`config.mk`:
```
export PLATFORM = sky130hd
export DESIGN_NAME = register_seq_ctrl
export DESIGN_NICKNAME = d
export VERILOG_FILES = /design/src/rtl/register_seq_ctrl.sv
export SDC_FILE = /design/constraint.sdc
export NUM_CORES = 1
export LEC_CHECK = 0
export CORE_UTILIZATION = 38
export CTS_BUF_LIST = sky130_fd_sc_hd__clkbuf_8
export DETAILED_ROUTE_END_ITERATION = 10
export HOLD_SLACK_MARGIN = 0.1
export PLACE_DENSITY = 0.77
export SYNTH_ARGS = -nofsm -noshare
export SYNTH_HDL_FRONTEND = slang
export SYNTH_SLANG_ARGS = --single-unit
```
`constraint.sdc`:
```
create_clock -name clk -period 1.3 [get_ports clk]
set_input_delay 0.13 -clock clk [delete_from_list [all_inputs] [get_ports clk]]
set_output_delay 0.13 -clock clk [all_outputs]
set_load 0.005 [all_outputs]
```
`src/rtl/register_seq_ctrl.sv`:
```
// Command sequencer for a 4-bit cl/ld/inc/dec/sr/sl register: one command per handshake,
// 1..2^CNT_W control cycles, then a one-cycle done pulse. Optional: REGISTER_SEQ_SATURATE_EN.
module register_seq_ctrl #(
    parameter int unsigned W     = 4,
    parameter int unsigned CNT_W = 4
) (
    input  logic             clk,
    input  logic             rst_n,
    input  logic             cmd_valid,
    output logic             cmd_ready,
    input  logic [2:0]       cmd_op,
    input  logic [W-1:0]     cmd_data,
    input  logic [CNT_W-1:0] cmd_cnt,
    input  logic [W-1:0]     reg_q,
    output logic             cl,
    output logic             ld,
    output logic             inc,
    output logic             dec,
    output logic             sr,
    output logic             sl,
    output logic [W-1:0]     in,
    output logic             ir,
    output logic             il,
    output logic             busy,
    output logic             done
`ifdef REGISTER_SEQ_SATURATE_EN
    ,
    output logic             sat
`endif
);

    typedef enum logic [1:0] {StIdle, StRun, StDone} state_e;
    typedef enum logic [2:0] {
        OpNop, OpClr, OpLoad, OpInc, OpDec, OpShr, OpShl, OpRol
    } op_e;

    state_e           state_q;
    op_e              op_q;
    logic [W-1:0]     data_q;
    logic [CNT_W-1:0] cnt_q;
    logic             sat_stop;
    logic             repeats;
    logic             unused_reg_bits;

    assign unused_reg_bits = ^reg_q;

    // Only the shift/arith ops honour the repeat count; CLR/LOAD always run once.
    assign repeats = (cmd_op == OpInc) || (cmd_op == OpDec) || (cmd_op == OpShr) ||
                     (cmd_op == OpShl) || (cmd_op == OpRol);

`ifdef REGISTER_SEQ_SATURATE_EN
    logic sat_q;

    assign sat_stop = (state_q == StRun) &&
                      (((op_q == OpInc) && (reg_q == {W{1'b1}})) ||
                       ((op_q == OpDec) && (reg_q == {W{1'b0}})));
    assign sat      = (state_q == StDone) && sat_q;
`else
    assign sat_stop = 1'b0;
`endif

    always_ff @(posedge clk or negedge rst_n) begin
        if (!rst_n) begin
            state_q <= StIdle;
            op_q    <= OpNop;
            data_q  <= '0;
            cnt_q   <= '0;
`ifdef REGISTER_SEQ_SATURATE_EN
            sat_q   <= 1'b0;
`endif
        end else begin
            unique case (state_q)
                StIdle: begin
                    if (cmd_valid) begin
                        op_q    <= op_e'(cmd_op);
                        data_q  <= cmd_data;
                        cnt_q   <= repeats ? cmd_cnt : '0;
`ifdef REGISTER_SEQ_SATURATE_EN
                        sat_q   <= 1'b0;
`endif
                        state_q <= (cmd_op == OpNop) ? StDone : StRun;
                    end
                end
                StRun: begin
                    if (sat_stop) begin
`ifdef REGISTER_SEQ_SATURATE_EN
                        sat_q   <= 1'b1;
`endif
                        state_q <= StDone;
                    end else if (cnt_q == '0) begin
                        state_q <= StDone;
                    end else begin
                        cnt_q <= cnt_q - 1'b1;
                    end
                end
                StDone:  state_q <= StIdle;
                default: state_q <= StIdle;
            endcase
        end
    end

    // Strobes decode from the latched op only; ROL's fill bit is the live register MSB.
    always_comb begin
        cl        = 1'b0;
        ld        = 1'b0;
        inc       = 1'b0;
        dec       = 1'b0;
        sr        = 1'b0;
        sl        = 1'b0;
        in        = '0;
        ir        = 1'b0;
        il        = 1'b0;
        cmd_ready = (state_q == StIdle);
        busy      = (state_q != StIdle);
        done      = (state_q == StDone);
        if ((state_q == StRun) && !sat_stop) begin
            unique case (op_q)
                OpNop:  ;
                OpClr:  cl = 1'b1;
                OpLoad: begin
                    ld = 1'b1;
                    in = data_q;
                end
                OpInc:  inc = 1'b1;
                OpDec:  dec = 1'b1;
                OpShr: begin
                    sr = 1'b1;
                    ir = data_q[0];
                end
                OpShl: begin
                    sl = 1'b1;
                    il = data_q[0];
                end
                OpRol: begin
                    sl = 1'b1;
                    il = reg_q[W-1];
                end
                default: ;
            endcase
        end
    end

endmodule

```
==> qor.yml <==
place_area_sq_um: 1190
rows: 15
cts_tree: "yes"
max_slew_margin_pct: 76.7
tightest_slew_ns: 0.346
netlist_area_sq_um: 719
p_comb_share_pct: 63.0
dr.pass1.iters: 4
syn_inst: 73
cp_slowest_cell: "dfrtp_1"
die_h_um: 45.5
finalNetCount: 150
post-place-ws_ns: -0.416
drt_wl_total_um: 2430
n_fill_cell: 111
post-synth-top-area-cell: "dfrtp_1"
worstPathCellList: "nand2b_4, nor4b_4, buf_4, buf_6, and2_4, buf_6"
gp_congestion: 0.792
yosysMostFrequentCell: "dfrtp_1"
fin_total_pwr_mw: 3.11
p_leak_nw: 0.655
path_clk_slew_ns: 0.06
rsz0062_at_grt: "true"
grt-ovfl-total: 0
ys.warnings.count: 0
synthFlopType: "dfrtp_1"
antenna_found_initial: 0
drtIter0Drc: 6
drcViolationCount: 0
die_area_sq_um: 2070
finClkSkew_ns: 0.00339
min_period_over_period_pct: 127
layout-drive-gt1-share_pct: 49.2
wire_per_inst_um: 15.7
cp_slowest_stage_delay_ns: 0.38
detail-route-antenna-nets: 0
hold_path_class: "in2async"
cts-buffers-inserted: 3
final.setup.worst_slack_ns: -0.356
fmax_mhz: 604
drv_cap: 0
synth_top_cells_by_count: "dfrtp_1 (13), a21oi_1 (9), nor2_1 (9), and2_1 (6), mux2_2 (6)"
stdcell_area_sq_um: 1350
cp-end-kind: "output port"
synth_top_cell_area_share_pct: 45.2
htreeDepth: 1
area_growth_pct: 87.7
grt_max_degree: 14
violations: "setup timing"
outcome: "finished, violations left"
core_sq_um: 1750
crit_type: "reg2out"
critPathMaxFanout: 4
arrival_ns: 1.53
track_usage_pct: 24.8
p_clk_share_pct: 11.2
via_per_inst: 5.19
synth_nets: 92
setup_viol: 26
fin_cells: 155
p_int_mw: 1.93
finalHoldViolations: 0
crit_top_cell: "buf_6"
clk_latency_ns: 0.24
fin_util_pct: 77.3
start_kind: "register"
io-pin-count: 33
worst_ep_required_time_ns: 1.17
setup_tns_ns: -5.64
powerDensity_nw_per_um2: 2300
min_period_ns: 1.66
synth_area_leaders: "dfrtp_1 (45%), mux2_2 (9.4%), a21oi_1 (6.3%), and2_1 (5.2%), nor2_1 (4.7%)"
synth_sequential_area_ratio_pct: 45.2
cts-root-buf: "clkbuf_8"
start_util_pct: 41.2
synth_edf_count: 0
dp.cells: 142
power_switching_mw: 1.18
slew_viol_final: 0
fp.dieW_um: 45.5
cts_buffer_depth: 2
swShare_pct: 37.9
synth_cell_type_count: 25
irDropWorstVdd_mv: 1.34
cts.sinks: 13
grt_pass1_vias: 808
avgSynthCellArea_sq_um: 9.86
hpwl_um: 1520
synth_seq_cells: 13
p_seq_share_pct: 25.8
grt_pass1_wl_um: 3570
io_buffers: 29
synth_async_sr_flop_share_pct: 100
antennaDiodeCount: 0
vias: 804
fin_hold_ws_ns: 0.221
## path summary, 6_finish.rpt
| path | from | endpoint | slack, ns | depth (start not counted) |
|---|---|---|---|---|
| setup / recovery | state_q[1] | in[1] | -0.36 | 6 |
| min in group clk | cmd_data[1] | data_q[1] | 0.50 | 2 |
| max in group asynchronous | rst_n | op_q[1] | 0.90 | 2 |
| hold / removal | rst_n | cnt_q[3] | 0.22 | 2 |
| hold reg to reg | data_q[3] | data_q[3] | 0.51 | 1 |
| setup reg to reg | state_q[0] | state_q[0] | -0.25 | 8 |
## worst max-delay path: cells and delay by family (launching register included)
family | cells | cell delay (ns)
simple gates | 3 | 0.54
buf+inv | 3 | 0.36
flops | 1 | 0.38
## repair_timing
action | in CTS | in global routing
pin swaps | 9 | 1
setup buffers | 8 | 1
hold buffers | 0 | 0
endpoints found under the setup margin | 24 | 28
resized for setup | 60 | 11
## layout make-up
type	instances	area, sq um	share of cell area (%)
Multi-Input combinational cell	55	472	34.9
Timing Repair Buffer	54	460	34.1
Inverter	4	15.0	1.11
Clock inverter	1	3.75	0.278
Clock buffer	3	41.3	3.06
Tap cell	25	31.3	2.32
Sequential cell	13	327	24.2
## cells in the final DEF, fill, tap and decap left out, types with 2 or more instances in the layout
cell,instances
nor2_4,2
mux2_2,6
clkbuf_8,3
nor2b_1,2
nand2_1,3
nor3_1,2
dlygate4sd2_1,4
clkdlybuf4s50_1,14
buf_4,21
nor2_1,6
and2_1,2
inv_1,4
a21oi_1,9
and2_4,4
dfrtp_1,12
buf_2,8
buf_6,6
nor4b_4,2
## kinds of logic (layout without fill, tap and decap cells)
logic type | count (synthesis) | count (layout) | share of synthesized area (%)
simple gates | 32 | 32 | 25.0
compound gates | 14 | 14 | 12.9
flops | 13 | 13 | 45.2
mux | 8 | 8 | 12.3
buf+inv | 5 | 62 | 2.78
fa+ha+maj | 1 | 1 | 1.74
## flip-flops by register name (all words and copies together) (netlist names)
signal   flops
cnt_q        4
state_q      2
data_q       4
op_q         3
## metal layers
metal  share of wire, %  global-route usage [%]  up-vias  wire length, um
met5                  0                       0        -                0
met1                 40                    27.3      385              974
met2                 51                    43.7       38             1230
met3                7.1                    6.35        6              173
li1                   -                       -      375                -
met4                1.9                    12.1        0               47
## power groups by stage
stage	registers, mW	clock network [mW]	logic, mW
after detailed placement	0.763	0	1.58
after global placement	0.751	0	1.52
final	0.804	0.348	1.96
after CTS	0.780	0.355	1.84
after floorplan	0.779	0	0.767
after global routing	0.823	0.383	2.10
No activity file was read; power rests on OpenSTA's default activity.
